`config.mk`:
```
export PLATFORM = sky130hd
export DESIGN_NAME = rotary_counter
export DESIGN_NICKNAME = d
export VERILOG_FILES = /design/src/rtl/rotary_pkg.sv /design/src/rtl/rotary_accel.sv /design/src/rtl/rotary_counter.sv
export SDC_FILE = /design/constraint.sdc
export NUM_CORES = 1
export LEC_CHECK = 0
export ABC_CLOCK_PERIOD_IN_PS = 2800
export BUFFER_PORTS_ARGS = -buffer_cell sky130_fd_sc_hd__buf_2
export CORE_MARGIN = 3
export CORE_UTILIZATION = 56
export CTS_BUF_LIST = sky130_fd_sc_hd__clkbuf_16
export DETAILED_ROUTE_END_ITERATION = 7
export PLACE_DENSITY = 0.9
export REMOVE_ABC_BUFFERS = 1
export SKIP_CTS_REPAIR_TIMING = 1
export SYNTH_ARGS = -nofsm -noshare
export SYNTH_HDL_FRONTEND = slang
export SYNTH_SLANG_ARGS = --single-unit
```
`constraint.sdc`:
```
create_clock -name clock -period 2.8 [get_ports clock]
set_clock_uncertainty 0.1 [all_clocks]
set_input_delay 0.56 -clock clock [delete_from_list [all_inputs] [get_ports clock]]
set_output_delay 0.56 -clock clock [all_outputs]
set_load 0.005 [all_outputs]
```
`src/rtl/rotary_pkg.sv`:
```
// Shared definitions for the rotary counter: acceleration FSM states and
// the encoding used to carry the turning direction between blocks.
package rotary_pkg;

  typedef enum logic [1:0] {
    IDLE  = 2'd0,
    TRACK = 2'd1,
    FAST  = 2'd2
  } accel_state_t;

  localparam logic DIR_LEFT  = 1'b0;
  localparam logic DIR_RIGHT = 1'b1;

endpackage

```
`src/rtl/rotary_accel.sv`:
```
// Acceleration tracker for the rotary counter: a gap timer and a streak
// counter drive an IDLE/TRACK/FAST FSM that selects the step size for the
// current detent. Compiled into the top only with ROTARY_COUNTER_ACCEL_EN.
//
// Handshake: i_det is a one-cycle qualifier; i_dir is only meaningful while
// i_det is high. There is no back-pressure; every qualified detent is taken.
module rotary_accel
  import rotary_pkg::*;
#(
  parameter int ACCEL_WINDOW = 1000,
  parameter int ACCEL_COUNT  = 4,
  parameter int ACCEL_STEP   = 4,
  parameter int STEP_W       = 9
) (
  input  logic              i_clk,
  input  logic              i_rst_n,
  input  logic              i_det,
  input  logic              i_dir,
  input  logic              i_abort,
  output logic [STEP_W-1:0] o_step
);

  localparam int TW = $clog2(ACCEL_WINDOW + 1);
  localparam int SW = $clog2(ACCEL_COUNT + 1);

  accel_state_t  r_state;
  logic          r_dir;
  logic [SW-1:0] r_streak;
  logic [TW-1:0] r_timer;

  logic w_fast_gap;
  logic w_same_dir;
  logic w_timeout;

  assign w_fast_gap = (r_timer < TW'(ACCEL_WINDOW));
  assign w_same_dir = (i_dir == r_dir);
  assign w_timeout  = (r_timer == TW'(ACCEL_WINDOW));

  // Step for the detent being applied this cycle: large only when already
  // FAST and still turning the same way; a reversal always steps by one.
  always_comb begin
    o_step = STEP_W'(1);
    if (r_state == FAST && w_same_dir) begin
      o_step = STEP_W'(ACCEL_STEP);
    end
  end

  // FSM, streak and gap timer; the timer saturates at the window length.
  always_ff @(posedge i_clk or negedge i_rst_n) begin
    if (!i_rst_n) begin
      r_state  <= IDLE;
      r_dir    <= DIR_LEFT;
      r_streak <= '0;
      r_timer  <= '0;
    end else if (i_abort) begin
      r_state  <= IDLE;
      r_streak <= '0;
      r_timer  <= '0;
    end else if (i_det) begin
      r_timer <= '0;
      r_dir   <= i_dir;
      if (r_state == IDLE) begin
        r_state  <= TRACK;
        r_streak <= SW'(1);
      end else if (w_same_dir && w_fast_gap) begin
        if (r_state == TRACK) begin
          if (int'(r_streak) + 1 >= ACCEL_COUNT) begin
            r_state  <= FAST;
            r_streak <= SW'(ACCEL_COUNT);
          end else begin
            r_streak <= r_streak + SW'(1);
          end
        end
      end else begin
        r_state  <= TRACK;
        r_streak <= SW'(1);
      end
    end else begin
      if (!w_timeout) begin
        r_timer <= r_timer + TW'(1);
      end
      if (r_state != IDLE && w_timeout) begin
        r_state  <= IDLE;
        r_streak <= '0;
      end
    end
  end

endmodule

```
`src/rtl/rotary_counter.sv`:
```
// Rotary position counter: detent pulses move a bounded position that
// either saturates or wraps, with synchronous clear and clamped load.
// Optional acceleration (larger steps on fast same-direction turning) is
// enabled by defining ROTARY_COUNTER_ACCEL_EN.
module rotary_counter
  import rotary_pkg::*;
#(
  parameter int WIDTH        = 8,
  parameter int MIN_VALUE    = 0,
  parameter int MAX_VALUE    = 255,
  parameter int INIT_VALUE   = 0,
  parameter int WRAP         = 0,
  parameter int ACCEL_WINDOW = 1000,
  parameter int ACCEL_COUNT  = 4,
  parameter int ACCEL_STEP   = 4
) (
  input  logic             clock,
  input  logic             reset,
  input  logic             rotary_left,
  input  logic             rotary_right,
  input  logic             clear,
  input  logic             load,
  input  logic [WIDTH-1:0] load_value,
  output logic [WIDTH-1:0] value,
  output logic             changed,
  output logic             at_min,
  output logic             at_max
);

  // One extra bit so sums and differences never overflow before clamping.
  localparam int XW = WIDTH + 1;
  localparam logic [XW-1:0] MIN_X   = XW'(MIN_VALUE);
  localparam logic [XW-1:0] MAX_X   = XW'(MAX_VALUE);
  localparam logic [XW-1:0] INIT_X  = XW'(INIT_VALUE);
  localparam logic [XW-1:0] RANGE_X = XW'(MAX_VALUE - MIN_VALUE + 1);
  localparam logic [XW-1:0] ONE_X   = XW'(1);

  logic [WIDTH-1:0] r_value;
  logic             r_changed;
  logic             r_at_min;
  logic             r_at_max;

  logic          w_det;
  logic          w_dir;
  logic [XW-1:0] w_step;
  logic [XW-1:0] w_cur;
  logic [XW-1:0] w_ld;
  logic [XW-1:0] w_up;
  logic [XW-1:0] w_dn_lim;
  logic [XW-1:0] w_next;

  // A detent is exactly one of the two pulses; both together are ignored.
  assign w_det = rotary_left ^ rotary_right;
  assign w_dir = rotary_right ? DIR_RIGHT : DIR_LEFT;

`ifdef ROTARY_COUNTER_ACCEL_EN
  rotary_accel #(
    .ACCEL_WINDOW (ACCEL_WINDOW),
    .ACCEL_COUNT  (ACCEL_COUNT),
    .ACCEL_STEP   (ACCEL_STEP),
    .STEP_W       (XW)
  ) u_accel (
    .i_clk   (clock),
    .i_rst_n (reset),
    .i_det   (w_det),
    .i_dir   (w_dir),
    .i_abort (clear | load),
    .o_step  (w_step)
  );
`else
  assign w_step = ONE_X;
`endif

  assign w_cur    = {1'b0, r_value};
  assign w_ld     = {1'b0, load_value};
  assign w_up     = w_cur + w_step;
  assign w_dn_lim = MIN_X + w_step;

  // Next position: clear beats load beats detent; out-of-range results
  // clamp or wrap modulo the range size.
  always_comb begin
    w_next = w_cur;
    if (clear) begin
      w_next = INIT_X;
    end else if (load) begin
      if (w_ld < MIN_X) begin
        w_next = MIN_X;
      end else if (w_ld > MAX_X) begin
        w_next = MAX_X;
      end else begin
        w_next = w_ld;
      end
    end else if (w_det) begin
      if (w_dir == DIR_RIGHT) begin
        if (w_up > MAX_X) begin
          w_next = (WRAP != 0) ? MIN_X + ((w_up - MAX_X - ONE_X) % RANGE_X) : MAX_X;
        end else begin
          w_next = w_up;
        end
      end else begin
        if (w_cur < w_dn_lim) begin
          w_next = (WRAP != 0) ? MAX_X - ((w_dn_lim - w_cur - ONE_X) % RANGE_X) : MIN_X;
        end else begin
          w_next = w_cur - w_step;
        end
      end
    end
  end

  // Position register with its change strobe and bound flags.
  always_ff @(posedge clock or negedge reset) begin
    if (!reset) begin
      r_value   <= INIT_X[WIDTH-1:0];
      r_changed <= 1'b0;
      r_at_min  <= (INIT_X == MIN_X);
      r_at_max  <= (INIT_X == MAX_X);
    end else begin
      r_value   <= w_next[WIDTH-1:0];
      r_changed <= (w_next != w_cur);
      r_at_min  <= (w_next == MIN_X);
      r_at_max  <= (w_next == MAX_X);
    end
  end

  assign value   = r_value;
  assign changed = r_changed;
  assign at_min  = r_at_min;
  assign at_max  = r_at_max;

endmodule

```
After elaboration in Yosys (flattened, before gate mapping):

Cells that the tools add are included.

* $add $sub $neg: 2
* magnitude comparators: 4
* equal/unequal tests: 2
* multiplexer cells: 9
* bitwise operators: 1
* reductions and logical operators: 1

Operators with widths (number)
* 9-bit 2-to-1 mux: 6
* 8-bit by 1-bit less-than comparator with 1-bit output (second input constant): 2
* 8-bit 2-to-1 mux: 2
* 8-bit by 1-bit adder with 9-bit output (second input constant): 1
* 9-bit by 8-bit equality test with 1-bit output (second input constant): 1
* 9-bit by 8-bit greater-than comparator with 1-bit output (second input constant): 1
* 9-bit logical NOT: 1
* 9-bit by 8-bit inequality test with 1-bit output: 1
* 8-bit by 1-bit subtractor with 9-bit output (second input constant): 1
* 8-bit greater-than comparator (second input constant): 1
* 1-bit 2-to-1 mux: 1
* 1-bit XOR: 1

* bits in registers: 11
* input bits: 14
* output and inout port bits: 11
* logic and storage cells: 23

Depth between registers and ports, before layout:

* depth in word-level cells: 8
* depth in mapped cells: 9
* depth with buffers taken out: 8

Least setup slack after synthesis:

Ideal clock, no wire load.

* path type: flip-flop to flip-flop
* start point: reg r_value[0], in the netlist value[0]
* end point: reg r_at_min, in the netlist at_min
* setup time: 0.090 ns
* arrival time: 2.282 ns
* data required time: 2.610 ns
* setup slack: 0.328 ns
* stages on the path, launching flop included: 9
* buffers on the path: 2
* clock period less this slack: 2.472 ns
* cells stage by stage: dfrtp_1 buf_6 or4_4 buf_6 o21a_4 o22ai_4 a211oi_2 or4_1 nor4_2

* word-level cells in the longest chain between the ends: 8
* elaborated cells between the ends (all ways): 11
* those cells by class: add/sub: 2; order compare: 2; mux: 6; reduce/logical: 1

Ends and longest elaborated chain
* start, declared: line rotary_counter.sv:38 `logic [WIDTH-1:0] r_value;`
* start signal, assigned: line rotary_counter.sv:113 `r_value <= INIT_X[WIDTH-1:0];`
* start signal, assigned: line rotary_counter.sv:118 `r_value <= w_next[WIDTH-1:0];`
* 8-bit by 1-bit adder with 9-bit output: line rotary_counter.sv:76 `assign w_up = w_cur + w_step;`
* 9-bit by 8-bit greater-than comparator with 1-bit output: line rotary_counter.sv:95 `if (w_up > MAX_X) begin`
* 9-bit 2-to-1 mux: line rotary_counter.sv:95
* 9-bit 2-to-1 mux *: line rotary_counter.sv:94 `if (w_dir == DIR_RIGHT) begin`
* 9-bit 2-to-1 mux *: line rotary_counter.sv:93 `end else if (w_det) begin`
* 9-bit 2-to-1 mux *: line rotary_counter.sv:85 `end else if (load) begin`
* 9-bit 2-to-1 mux *: line rotary_counter.sv:83 `if (clear) begin`
* net w_next[4]: line rotary_counter.sv:50 `logic [XW-1:0] w_next;`
* 9-bit logical NOT *: line rotary_counter.sv:120 `r_at_min <= (w_next == MIN_X);`
* end signal, assigned: line rotary_counter.sv:115 `r_at_min <= (INIT_X == MIN_X);`
* end signal, assigned: line rotary_counter.sv:120
* end, declared: line rotary_counter.sv:40 `logic r_at_min;`

Mark *: on every way through the listed nets, which the timed path passes. The rest lies on a longest branch.

Worst setup path in the final report:

* start point: reg r_value[1], in the netlist value[1]
* end point: reg r_at_max, in the netlist at_max

* word-level cells in the longest chain between the ends: 8
* elaborated cells between the ends (all ways): 11
* those cells by class: add/sub: 2; order compare: 2; eq/ne: 1; mux: 6

Ends and longest elaborated chain
* 8-bit by 1-bit adder with 9-bit output: line rotary_counter.sv:76
* 9-bit by 8-bit greater-than comparator with 1-bit output: line rotary_counter.sv:95
* 9-bit 2-to-1 mux: line rotary_counter.sv:95
* 9-bit 2-to-1 mux *: line rotary_counter.sv:94
* 9-bit 2-to-1 mux *: line rotary_counter.sv:93
* 9-bit 2-to-1 mux *: line rotary_counter.sv:85
* 9-bit 2-to-1 mux *: line rotary_counter.sv:83
* net w_next[6]: line rotary_counter.sv:50
* 9-bit by 8-bit equality test with 1-bit output *: line rotary_counter.sv:121 `r_at_max <= (w_next == MAX_X);`
* end signal, assigned: line rotary_counter.sv:116 `r_at_max <= (INIT_X == MAX_X);`
* end signal, assigned: line rotary_counter.sv:121
* end, declared: line rotary_counter.sv:41 `logic r_at_max;`

Marks and branches as above.

==> impl_metrics.env <==
export IMPL_track_usage_pct=31.19
export IMPL_core_rowCount=17
export IMPL_insertion_delay_ps=240
export IMPL_clk_path_buf_depth=2
export IMPL_initial_utilization_pct=60.97
export IMPL_fmax_mhz=375.9
export IMPL_core_area_um2=2276
export IMPL_status="completed"
export IMPL_synth_compound_area_share_pct=37.87
export IMPL_finalHoldViolCount=0
export IMPL_fillers=169
export IMPL_final_util_pct=73.34
export IMPL_ys_flop_type="dfrtp_1"
export IMPL_die_y_um=55.78
export IMPL_maxCapViolations=0
export IMPL_die_w_um=55.78
export IMPL_cp_top_family="compound AO/OA/AOI/OAI gates"
export IMPL_dp_hpwl_mm=3.619
export IMPL_slowest_delay_ps=520
export IMPL_grt_pass1_wl_mm=7.755
export IMPL_drt_wl_total_mm=4.818
export IMPL_clock_power_share_pct=35.8
export IMPL_async_flop_share_pct=100.0
export IMPL_power_internal_w=0.0004756
export IMPL_critPathBufInv=1
export IMPL_syn_area_um2=1388
export IMPL_ir_worst_vdd_mv=0.5465
export IMPL_syn_avg_cell_area_um2=7.975
export IMPL_via_per_inst=7.465
export IMPL_ys_types=65
export IMPL_grt_start_max_net_pins=21
export IMPL_synth_xor_area_share_pct=0.6312
export IMPL_drv_slew=0
export IMPL_root_buffer="clkbuf_16"
export IMPL_path_cells="inv_1 > ha_1 > or4b_4 > o22ai_1 > o221ai_1 > a21boi_0 > and4_1"
export IMPL_path_depth=7
export IMPL_synth_area_leaders="dfrtp_1, o21ai_0, a21oi_1, inv_1, clkbuf_1"
export IMPL_ios=25
export IMPL_hp_class="in -> async"
export IMPL_postRouteAntennaNets=0
export IMPL_worstPathMaxFanout=10
export IMPL_cts_buffers=3
export IMPL_p_comb_share_pct=38.3
export IMPL_yosysWarnings=0
export IMPL_grt_pass1_vias=1567
export IMPL_synth_edff_count=0
export IMPL_io_buffers=24
export IMPL_switching_share_pct=34.29
export IMPL_globalRoute_busiestLayer="met2"
export IMPL_synth_cells=174
export IMPL_synthSimpleGateAreaFrac_pct=30.84
export IMPL_overflow=0
export IMPL_final_cell_mix="buf_2, buf_4, inv_1, o21ai_0"
export IMPL_crit_slowest_cell="or4b_4"
export IMPL_power_switching_w=0.0002482
export IMPL_p_leak_nw=0.6771
export IMPL_p_seq_share_pct=25.9
export IMPL_drt_iter0_drc=113
export IMPL_synth_top_cell_area_share_pct=18.03
export IMPL_hold_ws_ps=81.16
export IMPL_finalSetupViolations=0
export IMPL_cp_arrival_ps=2730
export IMPL_synth_top_cell_by_area="dfrtp_1"
export IMPL_drive_gt1_share_pct=28.71
export IMPL_r2r_worst_path_cells=7
export IMPL_antenna_found_initial=0
export IMPL_use_met2_pct=46.45
export IMPL_finalWeightedCongestion=1.021
export IMPL_tns_ps=0
export IMPL_post_route_period_util_pct=95.01
export IMPL_drc=0
export IMPL_wl_per_cell_um=20.95
export IMPL_vias=1717
export IMPL_mostFrequentLayoutCell="buf_2"
export IMPL_muxShareOfSynthArea_pct=0
export IMPL_fin_crit_ps=2660
export IMPL_die_area_um2=3111
export IMPL_syn2layout_area_growth_pct=20.29
export IMPL_synth_fa_ha_area_share_pct=1.803
export IMPL_end_kind="register"
export IMPL_slew_headroom_pct=61.59
export IMPL_met1_usage_pct=43.37
export IMPL_rsz0062_at_grt="no"
export IMPL_ys_seq_area_share_pct=19.93
export IMPL_h_tree_depth=1
export IMPL_synth_top_family_by_area="compound AO/OA/AOI/OAI gates"
export IMPL_dr_pass1_iters=5
export IMPL_cts_tree="built"
export IMPL_clock_sinks=11
export IMPL_cp_required_ps=2870
export IMPL_worstMarginPinSlew_ps=572.0
export IMPL_final_nets=219
export IMPL_ys_ff_latch=11
export IMPL_grt_use_met3_pct=7.657
export IMPL_critical_path_class="reg -> reg"
export IMPL_worst_setup_path_start_kind="register"
export IMPL_clkTransAtPathRegs_ps=40
export IMPL_num_antenna_cells=0
export IMPL_power_density_nw_per_um2=433.6
## logic make-up (layout without fill, tap and decap cells)
logic type | after synthesis | count (layout)
compound gates | 68 | 68
flops | 11 | 11
buf+inv | 28 | 56
fa+ha+maj | 2 | 2
simple gates | 64 | 64
xor+xnor | 1 | 1
## through the flow
step	cells	area, um2	setup slack, ps	total power, W
final	230	1669	139.8	0.0007237
after global routing	230	1669	33.39	0.0007566
after CTS	230	1663	127.0	0.0007113
after detailed placement	226	1584	155.0	0.0004528
after global placement	226	1584	203.7	0.0004452
after floorplan	158	1309	352.3	0.0003403
## path summary, 6_finish.rpt
path,slack (ps),endpoint,start
worst max-delay path,140,at_max,value[1]
worst min-delay path,80,value[5],reset
worst max register to register,140,at_max,value[1]
worst min register to register,640,changed,value[5]
max in group asynchronous,2260,at_min,reset
min in group clock,640,changed,value[5]
## layer usage
layer  share of wire (%)  up-vias
li1                    -      749
met4                 3.8        0
met3                  13       20
met5                   0        -
met2                  45      130
met1                  38      818
## power by group through the flow
stage | clock network (W) | registers, W | logic, W
2_1_floorplan | 0 | 0.000202 | 0.000138
3_3_place_gp | 0 | 0.000188 | 0.000257
3_5_place_dp | 0 | 0.000189 | 0.000264
4_1_cts | 0.000259 | 0.000187 | 0.000266
5_1_grt | 0.000270 | 0.000191 | 0.000296
6_report | 0.000259 | 0.000188 | 0.000277
## state kept, by name (all words and copies together), names as in the netlist
name     cells
at_max       1
at_min       1
value        8
changed      1
## cell usage after synthesis, types with 4 or more instances
cell	n
clkbuf_1	11
a21oi_1	9
o21ai_0	10
o22ai_1	4
inv_1	12
dfrtp_1	10
nand4_1	5
nor2b_1	6
nor3_1	6
o2111ai_1	4
nand2_1	8
## area by class of cell
| class | instances | area, um2 | area share [%] |
|---|---|---|---|
| Inverter | 12 | 45.04 | 2.699 |
| Clock inverter | 1 | 3.754 | 0.2249 |
| Tap cell | 28 | 35.03 | 2.099 |
| Sequential cell | 11 | 277.8 | 16.64 |
| Clock buffer | 3 | 75.07 | 4.498 |
| Timing Repair Buffer | 40 | 240.2 | 14.39 |
| Multi-Input combinational cell | 135 | 992.2 | 59.45 |
No activity file was read; power rests on OpenSTA's default activity.
